`src/rtl/decode_stage_if.sv`:
```
// Instruction handshake between the fetch side and the decode stage.
// The master drives the instruction word and valid; the decode stage answers with ready.
interface decode_stage_if;
   logic [15:0] instr_in;
   logic        instr_valid;
   logic        instr_ready;

   modport master (output instr_in, output instr_valid, input  instr_ready);
   modport slave  (input  instr_in, input  instr_valid, output instr_ready);
endinterface

```
`src/rtl/decode_stage.sv`:
```
// Decode and operand fetch ahead of the 16-bit ALU: 8x16 register file, one-bubble
// RAW stall against the op in the ALU, forwarding from the ALU's registered result.
module decode_stage #(
   parameter int NREG = 8
) (
   input  logic           clk,
   input  logic           reset,
   decode_stage_if.slave  up,
   input  logic [15:0]    ans_ex,
   input  logic           wb_en,
   input  logic [2:0]     wb_addr,
   input  logic [15:0]    wb_data,
   output logic [5:0]     op_dec,
   output logic [15:0]    A,
   output logic [15:0]    B,
   output logic [2:0]     rd_ex,
   output logic           we_ex,
   output logic           valid_ex
);

   localparam logic [5:0] OP_HOLD = 6'b010000;

   logic [15:0] rf_q [NREG];
   logic [15:0] rf_d [NREG];
   logic [5:0]  op_dec_q, op_dec_d;
   logic [15:0] a_q, a_d;
   logic [15:0] b_q, b_d;
   logic [2:0]  rd_ex_q, rd_ex_d;
   logic        we_ex_q, we_ex_d;
   logic        valid_ex_q, valid_ex_d;
   logic [2:0]  ex2_rd_q, ex2_rd_d;
   logic        ex2_we_q, ex2_we_d;

   logic [5:0]  opcode;
   logic [2:0]  rd, rs, rt;
   logic [3:0]  imm4;
   logic        is_imm;
   logic        writes_rd;
   logic        hazard;
   logic        issue;
   logic [15:0] opnd_a, opnd_b;

   // Forwarded ALU result beats the write-back bypass, which beats the array.
   function automatic logic [15:0] fetch(
      input logic [2:0]  idx,
      input logic [15:0] rf_val,
      input logic        fwd_we,
      input logic [2:0]  fwd_rd,
      input logic [15:0] fwd_val,
      input logic        byp_en,
      input logic [2:0]  byp_addr,
      input logic [15:0] byp_data
   );
      logic [15:0] val;
      if (idx == 3'd0)
         val = 16'h0000;
      else if (fwd_we && (fwd_rd == idx))
         val = fwd_val;
      else if (byp_en && (byp_addr == idx))
         val = byp_data;
      else
         val = rf_val;
      return val;
   endfunction

   assign opcode = up.instr_in[15:10];
   assign rd     = up.instr_in[9:7];
   assign rs     = up.instr_in[6:4];
   assign rt     = up.instr_in[3:1];
   assign imm4   = up.instr_in[3:0];
   assign is_imm = (opcode[5:3] == 3'b001);

   always_comb begin
      writes_rd = (rd != 3'd0);
      if (opcode inside {6'b010000, 6'b010001, 6'b010111, 6'b011000})
         writes_rd = 1'b0;
   end

   // rd_ex_q/we_ex_q double as the tracking entry for the op now in the ALU.
   assign hazard = up.instr_valid && we_ex_q &&
                   ((rd_ex_q == rs) || (!is_imm && (rd_ex_q == rt)));
   assign issue  = up.instr_valid && !hazard;
   assign up.instr_ready = !hazard;

   assign opnd_a = fetch(rs, rf_q[rs], ex2_we_q, ex2_rd_q, ans_ex, wb_en, wb_addr, wb_data);
   assign opnd_b = fetch(rt, rf_q[rt], ex2_we_q, ex2_rd_q, ans_ex, wb_en, wb_addr, wb_data);

   always_comb begin
      rf_d = rf_q;
      if (wb_en && (wb_addr != 3'd0))
         rf_d[wb_addr] = wb_data;

      ex2_rd_d = rd_ex_q;
      ex2_we_d = we_ex_q;

      op_dec_d   = OP_HOLD;
      a_d        = 16'h0000;
      b_d        = 16'h0000;
      rd_ex_d    = 3'd0;
      we_ex_d    = 1'b0;
      valid_ex_d = 1'b0;
      if (issue) begin
         op_dec_d   = opcode;
         a_d        = opnd_a;
         b_d        = is_imm ? {{12{imm4[3]}}, imm4} : opnd_b;
         rd_ex_d    = rd;
         we_ex_d    = writes_rd;
         valid_ex_d = 1'b1;
      end
   end

   always_ff @(posedge clk or negedge reset) begin
      if (!reset) begin
         for (int i = 0; i < NREG; i++)
            rf_q[i] <= 16'h0000;
         op_dec_q   <= OP_HOLD;
         a_q        <= 16'h0000;
         b_q        <= 16'h0000;
         rd_ex_q    <= 3'd0;
         we_ex_q    <= 1'b0;
         valid_ex_q <= 1'b0;
         ex2_rd_q   <= 3'd0;
         ex2_we_q   <= 1'b0;
      end else begin
         rf_q       <= rf_d;
         op_dec_q   <= op_dec_d;
         a_q        <= a_d;
         b_q        <= b_d;
         rd_ex_q    <= rd_ex_d;
         we_ex_q    <= we_ex_d;
         valid_ex_q <= valid_ex_d;
         ex2_rd_q   <= ex2_rd_d;
         ex2_we_q   <= ex2_we_d;
      end
   end

   assign op_dec   = op_dec_q;
   assign A        = a_q;
   assign B        = b_q;
   assign rd_ex    = rd_ex_q;
   assign we_ex    = we_ex_q;
   assign valid_ex = valid_ex_q;

endmodule

```
`src/flat_wrapper.sv`:
```
// flat-port wrapper written by rule: the top's interface ports become plain ports
module decode_stage_flat 
#(
   parameter int NREG = 8
)
  (clk, reset, ans_ex, wb_en, wb_addr, wb_data, op_dec, A, B, rd_ex, we_ex, valid_ex, up_instr_in, up_instr_valid, up_instr_ready);
  decode_stage_if up_i ();
  input  logic clk;
  input  logic reset;
  input  logic [15:0] ans_ex;
  input  logic wb_en;
  input  logic [2:0] wb_addr;
  input  logic [15:0] wb_data;
  output logic [5:0] op_dec;
  output logic [15:0] A;
  output logic [15:0] B;
  output logic [2:0] rd_ex;
  output logic we_ex;
  output logic valid_ex;
  input wire logic [$bits(up_i.instr_in)-1:0] up_instr_in;
  input wire logic [$bits(up_i.instr_valid)-1:0] up_instr_valid;
  output wire logic [$bits(up_i.instr_ready)-1:0] up_instr_ready;
  assign up_i.instr_in = up_instr_in;
  assign up_i.instr_valid = up_instr_valid;
  assign up_instr_ready = up_i.instr_ready;
  decode_stage #(.NREG(NREG)) u_core (.clk(clk), .reset(reset), .up(up_i), .ans_ex(ans_ex), .wb_en(wb_en), .wb_addr(wb_addr), .wb_data(wb_data), .op_dec(op_dec), .A(A), .B(B), .rd_ex(rd_ex), .we_ex(we_ex), .valid_ex(valid_ex));
endmodule
```
`config.mk`:
```
export PLATFORM = sky130hd
export DESIGN_NAME = decode_stage_flat
export DESIGN_NICKNAME = d
export VERILOG_FILES = /design/src/rtl/decode_stage_if.sv /design/src/rtl/decode_stage.sv /design/src/flat_wrapper.sv
export SDC_FILE = /design/constraint.sdc
export NUM_CORES = 1
export LEC_CHECK = 0
export BUFFER_PORTS_ARGS = -buffer_cell sky130_fd_sc_hd__buf_2
export CORE_UTILIZATION = 50
export DETAILED_ROUTE_END_ITERATION = 6
export PLACE_DENSITY = 0.72
export SKIP_LAST_GASP = 1
export SYNTH_ARGS = -nofsm -noshare
export SYNTH_HDL_FRONTEND = slang
export SYNTH_SLANG_ARGS = --single-unit
```
`constraint.sdc`:
```
create_clock -name clk -period 1.9 [get_ports clk]
set_clock_uncertainty 0.1 [all_clocks]
set_input_delay 0.475 -clock clk [delete_from_list [all_inputs] [get_ports clk]]
set_output_delay 0.475 -clock clk [all_outputs]
set_load 0.005 [all_outputs]
```
# Word level (Yosys, flattened, before mapping)
# Cells that the tools add are included.
# W data, S select, Z words.
word_totals:
  output_inout_bits: 44
  ram_bits: 0
  n_memories: 0
  latch_bits: 0
  input_bits: 55
  ff_bits: 175
  wordCells: 75
  mem_bits_ro: 0
op_classes:
  n_addsub: 0
  n_shift: 0
  bitwise_logic: 3
  order_cmp: 4
  mux: 23
  n_div: 0
  multipliers: 0
  n_reduce_logical: 18
  eq_ne: 11
op_table:
  columns: ["cell", "count"]
  rows:
  - ["$mux W16", 14]
  - ["$bwmux W128", 1]
  - ["$bmux W16 S3", 2]
  - ["$demux W16 S3", 1]
  - ["$eq A6 B5 Y1 const B", 4]
  - ["$eq A3 B3 Y1", 6]
  - ["$ge A4 B4 Y1 const B", 3]
  - ["$not A3 Y4", 3]
  - ["$logic_and A1 B1 Y1", 10]
  - ["$logic_not A3 Y1", 2]
  - ["$mux W6", 1]
  - ["$reduce_bool A3 Y1", 2]
  - ["$lt A4 B1 Y1 const B", 1]
  - ["$reduce_bool A4 Y1", 1]
  - ["$eq A3 B1 Y1 const B", 1]
  - ["$mux W1", 3]
  - ["$mux W3", 1]
  - ["$logic_not A1 Y1", 2]
  - ["$logic_or A1 B1 Y1", 1]

# Depth between registers and ports, before layout
# Gate-level depths: netlist of the first run.
depth:
  ltp_word: 9
  depth_mapped: 9
  ltp_nobuf: 6

# Worst setup path before layout of the first run
# OpenSTA, ideal clock, no wires.
synth_path:
  path_type: "input-to-reg"
  startpoint: "input port up_instr_in[4]"
  endpoint: "register u_core.a_q[10], in the netlist u_core.A[10]"
  required_time_ns: 1.673
  cell_stages: 9
  t_arrival_ns: 1.748
  slack_ns: -0.075
  setup_ns: 0.127
  path_buffers: 3
  cell_sequence: "buf_6 xor2_2 o41a_1 a21bo_1 buf_6 inv_6 o21ai_4 buf_6 a21oi_1"
synth_via:
  word_cells_on_any_way: 18
  classes_between: "eq/ne (3); mux (7); bitwise (1); reduce/logical (7)"
synth_rtl:
  columns: ["item", "line", "rtl"]
  rows:
  - ["start: declaration", "flat_wrapper.sv:20", "input wire logic [$bits(up_i.instr_in)-1:0] up_instr_in;"]
  - ["$eq A3 B3 Y1", "decode_stage.sv:81", "((rd_ex_q == rs) || (!is_imm && (rd_ex_q == rt)));"]
  - ["$logic_or A1 B1 Y1", "decode_stage.sv:81", null]
  - ["$logic_and A1 B1 Y1", "decode_stage.sv:80", "assign hazard = up.instr_valid && we_ex_q &&"]
  - ["$logic_not A1 Y1", "decode_stage.sv:82", "assign issue = up.instr_valid && !hazard;"]
  - ["$logic_and A1 B1 Y1", "decode_stage.sv:82", null]
  - ["named net u_core.issue", "decode_stage.sv:40", "logic issue;"]
  - ["$mux W16", "decode_stage.sv:102", "if (issue) begin"]
  - ["named net u_core.a_d[10]", "decode_stage.sv:26", "logic [15:0] a_q, a_d;"]
  - ["end signal: assignment", "decode_stage.sv:117", "a_q <= 16'h0000;"]
  - ["end signal: assignment", "decode_stage.sv:127", "a_q <= a_d;"]
  - ["end: declaration", "decode_stage.sv:26", null]
# The timed path passes the listed nets, and every way through them passes these cells. The select of a mux whose other input is x is not followed.
# A chain may end at the register's enable or synchronous reset.

# Worst setup path in the final report of the first run
layout_path:
  startpoint: "register u_core.rd_ex_q[0], in the netlist u_core.rd_ex[0]"
  endpoint: "output port up_instr_ready"
layout_via:
  elab_chain_len: 5
  word_cells_on_any_way: 6
  classes_between: "eq/ne (2); reduce/logical (4)"
layout_rtl:
  columns: ["item", "line", "rtl"]
  rows:
  - ["start: declaration", "decode_stage.sv:28", "logic [2:0] rd_ex_q, rd_ex_d;"]
  - ["start signal: assignment", "decode_stage.sv:129", "rd_ex_q <= rd_ex_d;"]
  - ["$eq A3 B3 Y1", "decode_stage.sv:81", null]
  - ["$logic_and A1 B1 Y1", "decode_stage.sv:81", null]
  - ["$logic_or A1 B1 Y1 *", "decode_stage.sv:81", null]
  - ["$logic_and A1 B1 Y1 *", "decode_stage.sv:80", null]
  - ["$logic_not A1 Y1 *", "decode_stage.sv:83", "assign up.instr_ready = !hazard;"]
  - ["end: declaration", "flat_wrapper.sv:22", "output wire logic [$bits(up_i.instr_ready)-1:0] up_instr_ready;"]
# Mark *: on every way between the ends. The rest lies on a longest branch, timed or not.

==> results of run 1 <==
[layer usage]
layer	part of all wire [%]	GRT usage [%]
met4	2.8	10.69
met3	6.9	5.921
met5	0	0
met2	47	43.89
met1	43	37.33
[stage by stage]
stage	setup WS [ns]	total power, uW
2_1_floorplan	-0.07170	6386
3_3_place_gp	-0.3442	7163
3_5_place_dp	-0.3463	7319
4_1_cts	-0.3955	10950
5_1_grt	-0.4752	11470
6_report	-0.4186	11010
[logic make-up after synthesis]
kind of cell / count (synthesis) / share of synthesized area (%)
xor+xnor: 18 / 1.789
buf+inv: 94 / 5.190
flops: 175 / 47.45
compound gates: 115 / 8.958
simple gates: 124 / 7.291
mux: 208 / 29.33
[final cells by class]
cell class	count	area [um^2]	area share [%]
Antenna cell	1	2.502	0.02203
Clock buffer	19	442.9	3.899
Clock inverter	13	163.9	1.443
Inverter	5	23.77	0.2093
Multi-Input combinational cell	466	4553	40.08
Sequential cell	175	4384	38.59
Tap cell	229	286.5	2.522
Timing Repair Buffer	188	1504	13.24
[registers in the layout, indices dropped and copies added (netlist names)]
register	flops
u_core.we_ex	1
u_core.A	16
u_core.rd_ex	3
u_core.ex2_we_q	1
u_core.valid_ex	1
u_core.B	16
u_core.rf_q	128
u_core.ex2_rd_q	3
u_core.op_dec	6
[Yosys cell counts (7+ instances only)]
cell / n / area (um^2)
nand2_1: 32 / 120.1
dfrtp_1: 174 / 4354
a211oi_1: 26 / 195.2
xnor2_1: 12 / 105.1
mux4_2: 34 / 765.7
mux2i_1: 14 / 140.1
clkbuf_1: 38 / 142.6
buf_2: 25 / 125.1
nand3_1: 15 / 75.07
a22oi_1: 9 / 67.56
nand2b_1: 12 / 75.07
buf_1: 7 / 26.28
o22ai_1: 15 / 93.84
o21bai_1: 13 / 97.59
buf_4: 9 / 67.56
mux2_2: 160 / 1802
buf_6: 7 / 78.83
nor3_1: 16 / 80.08
nor2b_1: 16 / 100.1
o211ai_1: 17 / 127.6
a21oi_1: 18 / 90.09
[critical path: cells and delay by family (launching register included)]
family,cells,cell delay [ns]
flip-flops,1,0.46
buffers and inverters,2,0.29
AND/OR/NAND/NOR,1,0.25
XOR/XNOR,1,0.19
AO/OA/AOI/OAI,1,0.12
[where the power goes]
part           total [uW]  switching, uW  internal, uW
Combinational        2590           1110          1480
Sequential           4820            451          4370
Clock                3600           1500          2100
[worst max path at each step]
stage,endpoint,depth (start not counted),slack (ns)
after detailed placement,u_core.B[2]$_DFF_PN0_,7,-0.35
after CTS,up_instr_ready,5,-0.40
after global placement,u_core.B[2]$_DFF_PN0_,7,-0.34
after global routing,up_instr_ready,5,-0.48
final,up_instr_ready,5,-0.42
after floorplan,u_core.A[10]$_DFF_PN0_,9,-0.07
[what timing repair did]
item	in CTS	in global routing
buffers inserted	7	3
cloned	1	0
pin swaps	6	4
resized for setup	11	25
endpoints found under the setup margin	40	44
endpoints found under the hold margin	11	0
hold buffers	1	0
==> reports/metrics.yaml, run 1 <==
synth_ff_type: "dfrtp_1"
cp_slowest_stage_delay_ns: 0.46
min_from: "up_instr_in[7]"
status: "finished with violations"
maxSlewHeadroom_pct: 54.13
drc: 0
finalCriticalPeriod_ns: 2.319
cts-root-buf: "clkbuf_16"
cp-start-kind: "flop"
critPathSlowestCell: "dfrtp_2"
r2r_setup_slack_ns: -0.13
vias: 6894
cts-buffers-inserted: 17
seq_area_frac_synth_pct: 47.45
synthCells: 734
track_usage_pct: 27.73
synth-edff-count: 0
n_fill_cell: 1325
ant_nets: 0
wire_per_inst_um: 22.73
drt_iter0_drc: 462
worstSkewPairLatency_ns: 0.43
drt_pre_antenna_iters: 5
clk_pin_slew_worst_paths_ns: 0.06
globalplace.congestion: 0.8513
core_area_um2: 18020
crit_required_ns: 1.32
synthArstFlopShare_pct: 100.0
nNetsFinal: 908
layoutNonFillerInstCount: 1096
dieArea_um2: 19010
period_share_pct: 122.0
portBuffers: 98
grt.overflow.total: 0
utilization_pct: 63.03
postLayoutCellArea_um2: 11360
yosys_warnings: 0
syn_area_per_cell_um2: 12.58
ir_worst_vdd_uv: 812.7
ys_ff_latch: 175
path_max_fanout: 2
fin_ws_ns: -0.4186
first_global_vias: 6792
power_leakage_uw: 0.004978
dp_hpwl_um: 16650
h-tree-depth: 4
placed_cell_area_um2: 10510
hold_viol_final: 0
hold_depth: 2
r2r_end: "u_core.op_dec[3]$_DFF_PN0_"
crit_path_start: "u_core.rd_ex[0]$_DFF_PN0_"
antenna_found_initial: 1
rows: 49
fin_tns_setup_ns: -3.054
criticalPathCategory: "reg -> out"
die_w_um: 137.9
min_to: "u_core.rd_ex[0]$_DFF_PN0_"
timing.fmax_mhz: 431.3
finalSetupViolations: 38
die_h_um: 137.9
area_growth_pct: 23.05
r2r-start: "u_core.rd_ex[0]$_DFF_PN0_"
grt_pass1_wl_um: 38830
path_cells: "buf_12 -> xor2_2 -> nor3_2 -> o211ai_1 -> buf_2"
worstRegToRegCells: 7
hold_path.class: "in -> reg"
final_cell_mix: "dfrtp_1, mux2_2, buf_2, buf_4, mux4_2"
worstPathArrival_ns: 1.74
cts_tree: "yes"
power.density_nw_per_um2: 969.3
tightest_slew_ns: 0.6794
ys_types: 50
end_kind: "primary output"
max_cap_viol_count: 0
clockBufferDepth: 2
routed_wl_um: 24910
syn_area_um2: 9233
grt_max_degree: 54
holdWs_ns: 0.1694
rsz0062_at_grt: "true"
initial_core_util_pct: 51.22
clock-sinks: 175
synth_nets: 789
mostFrequentLayoutCell: "dfrtp_1"
ios: 99
viasPerCell: 6.290
final_max_slew_viol_count: 0
violations: "setup timing"
layout-drive-gt1-share_pct: 52.31
dp.cells: 1053
Note: power is estimated with default switching activity, not from simulation.
==> run 2, diff against run 1 <==
--- a/config.mk
+++ b/config.mk
@@ -9,7 +9,6 @@
 export CORE_UTILIZATION = 50
 export DETAILED_ROUTE_END_ITERATION = 6
 export PLACE_DENSITY = 0.72
-export SKIP_LAST_GASP = 1
 export SYNTH_ARGS = -nofsm -noshare
 export SYNTH_HDL_FRONTEND = slang
 export SYNTH_SLANG_ARGS = --single-unit
==> run 2 against run 1 <==
The run still ends with setup timing left. Critical path depth is the same. Design area is 0.74% higher. First-iteration DRC count decreased by 6.9%. Die area unchanged. Largest cell class unchanged. Combinational power rose by 2%. Hold slack improved by 0.015 ns.
==> reports/metrics.yaml, run 2 (synthesized netlist as in run 1, its figures left out) <==
max_cap_viol_count: 0  # unchanged
drt_iter0_drc: 430  # was 462
clock_power_share_pct: 32.6  # was 32.7%
grt_pass1_wl_um: 38760  # was 38,830 um
drc: 0  # unchanged
dp_hpwl_um: 16650  # unchanged
power_leakage_uw: 0.005006  # was 0.004978 uW
criticalPathCategory: "reg -> out"  # unchanged
fin_ws_ns: -0.4588  # was -0.4186 ns
critPathSlowestCell: "dfrtp_2"  # unchanged
die_w_um: 137.9  # unchanged
antenna_found_initial: 1  # unchanged
crit_required_ns: 1.32  # about the same
hold_path.class: "in -> reg"  # unchanged
rsz0062_at_grt: "true"  # unchanged
wire_per_inst_um: 22.66  # was 22.73 um
nNetsFinal: 909  # was 908
viasPerCell: 6.201  # was 6.290
area_growth_pct: 23.96  # was 23.05%
r2r_setup_slack_ns: -0.12  # was -0.13 ns
vias: 6803  # was 6,894
ant_nets: 0  # unchanged
routed_wl_um: 24850  # was 24,910 um
grt.overflow.total: 0  # unchanged
dieArea_um2: 19010  # unchanged
violations: "setup timing"  # unchanged
clockBufferDepth: 2  # unchanged
holdWs_ns: 0.1844  # was 0.1694 ns
core_area_um2: 18020  # unchanged
initial_core_util_pct: 51.22  # unchanged
utilization_pct: 63.49  # was 63.03%
tightest_slew_ns: 0.7094  # was 0.6794 ns
layout-drive-gt1-share_pct: 53.98  # was 52.31%
path_max_fanout: 3  # was 2
hold_viol_final: 0  # unchanged
dp_slack_ns: -0.3463  # unchanged
timing.fmax_mhz: 423.9  # was 431.3 MHz
cts-root-buf: "clkbuf_16"  # unchanged
postLayoutCellArea_um2: 11440  # was 11,360 um^2
rows: 49  # unchanged
switching_share_pct: 27.82  # was 27.80%
mostFrequentLayoutCell: "dfrtp_1"  # unchanged
portBuffers: 98  # unchanged
fin_tns_setup_ns: -3.324  # was -3.054 ns
clk_pin_slew_worst_paths_ns: 0.06  # about the same
die_h_um: 137.9  # unchanged
final_cell_mix: "dfrtp_1, mux2_2, buf_2, buf_4, mux4_2"  # unchanged
track_usage_pct: 27.71  # was 27.73%
grt_max_degree: 54  # unchanged
final_max_slew_viol_count: 0  # unchanged
cts-buffers-inserted: 17  # unchanged
path_cells: "xor2_1 -> nor4_2 -> buf_4 -> o211ai_1 -> buf_2"  # was buf_12 -> xor2_2 -> nor3_2 -> o211ai_1 -> buf_2
cp-start-kind: "flop"  # unchanged
h-tree-depth: 4  # unchanged
cts_tree: "yes"  # unchanged
drt_pre_antenna_iters: 5  # unchanged
first_global_vias: 6799  # was 6,792
period_share_pct: 124.1  # was 122.0%
worstPathArrival_ns: 1.78  # was 1.74 ns
power.density_nw_per_um2: 965.5  # was 969.3 nW/um^2
ios: 99  # unchanged
cp_slowest_stage_delay_ns: 0.44  # was 0.46 ns
clock-sinks: 175  # unchanged
power_frac_seq_pct: 43.6  # was 43.8%
finalSetupViolations: 41  # was 38
finalCriticalPeriod_ns: 2.359  # was 2.319 ns
combPwrFrac_pct: 23.8  # was 23.5%
globalplace.congestion: 0.8513  # unchanged
worstSkewPairLatency_ns: 0.44  # was 0.43 ns
largest_reg_flops: 128  # unchanged
ir_worst_vdd_uv: 816.5  # was 812.7 uV
top_register: "u_core.rf_q"  # unchanged
p_int_uw: 7976  # was 7950 uW
switchingPower_uw: 3074  # was 3062 uW
end_kind: "primary output"  # unchanged
maxSlewHeadroom_pct: 52.11  # was 54.13%
placed_cell_area_um2: 10510  # unchanged
status: "finished with violations"  # unchanged
[run 2: changes by cell type in the layout (fill, tap and decap cells not counted), moves of 4 or more]
cell	change
a211oi_1	-13
a211oi_2	+13
and2_1	-4
and2_4	+4
xor2_1	+4
xor2_2	-5
[run 2: path summary, 6_finish.rpt]
| check | startpoint | depth (start not counted) | end |
|---|---|---|---|
| setup / recovery | u_core.rd_ex[1]$_DFF_PN0_ | 5 | up_instr_ready |
| max in group asynchronous | reset | 3 | u_core.rf_q[54]$_DFFE_PN0P_ |
| hold / removal | up_instr_in[9] | 2 | u_core.rd_ex[2]$_DFF_PN0_ |
| min in group asynchronous | reset | 2 | u_core.rf_q[76]$_DFFE_PN0P_ |
| hold reg to reg | u_core.rf_q[113]$_DFFE_PN0P_ | 0 | u_core.rf_q[113]$_DFFE_PN0P_ |
| setup reg to reg | u_core.rd_ex[0]$_DFF_PN0_ | 7 | u_core.rd_ex[1]$_DFF_PN0_ |
[run 2: power groups by stage]
stage	Sequential, uW	Combinational (uW)	Clock, uW
CTS	4790	2540	3630
global placement	4800	2370	0
finish	4810	2640	3600
global route	4890	2840	3780
detailed placement	4860	2460	0
floorplan	4720	1660	0
[run 2: area by class of cell]
| cell class | instances | area [um^2] |
|---|---|---|
| diodes | 1 | 2.502 |
| clock buffers | 19 | 442.9 |
| clock inverters | 13 | 163.9 |
| fillers | 1309 | 6580 |
| inverters | 5 | 23.77 |
| multi-input cells | 466 | 4608 |
| flip-flops and latches | 175 | 4384 |
| well taps | 229 | 286.5 |
| repair buffers | 189 | 1533 |
[run 2: per-stage QoR]
step | total power, uW | instances
after global placement | 7163 | 1053
after CTS | 10960 | 1093
final | 11050 | 1097
after global routing | 11510 | 1096
after floorplan | 6386 | 734
after detailed placement | 7319 | 1053
[run 2: per-layer routing]
layer / part of all wire, % / GRT usage, % / vias up / wire length, um
met5: 0 / 0 / - / 0
met4: 2.8 / 10.87 / 0 / 688
met3: 7.0 / 5.665 / 63 / 1747
met2: 47 / 43.75 / 294 / 11770
met1: 43 / 37.49 / 3502 / 10640
li1: - / - / 2944 / -
[run 2: worst max-delay path: cells and delay by family, from the launching register on]
kind | cells | cell delay [ns]
XOR/XNOR | 1 | 0.16
AND/OR/NAND/NOR | 1 | 0.37
buffers and inverters | 2 | 0.32
AO/OA/AOI/OAI | 1 | 0.07
flip-flops | 1 | 0.44
[run 2: what timing repair did]
action,CTS,global route
endpoints found under the setup margin,40,44
cloned,1,1
setup buffers,7,4
resized for setup,16,38
endpoints found under the hold margin,11,0
pin swaps,6,8
hold buffers,1,0
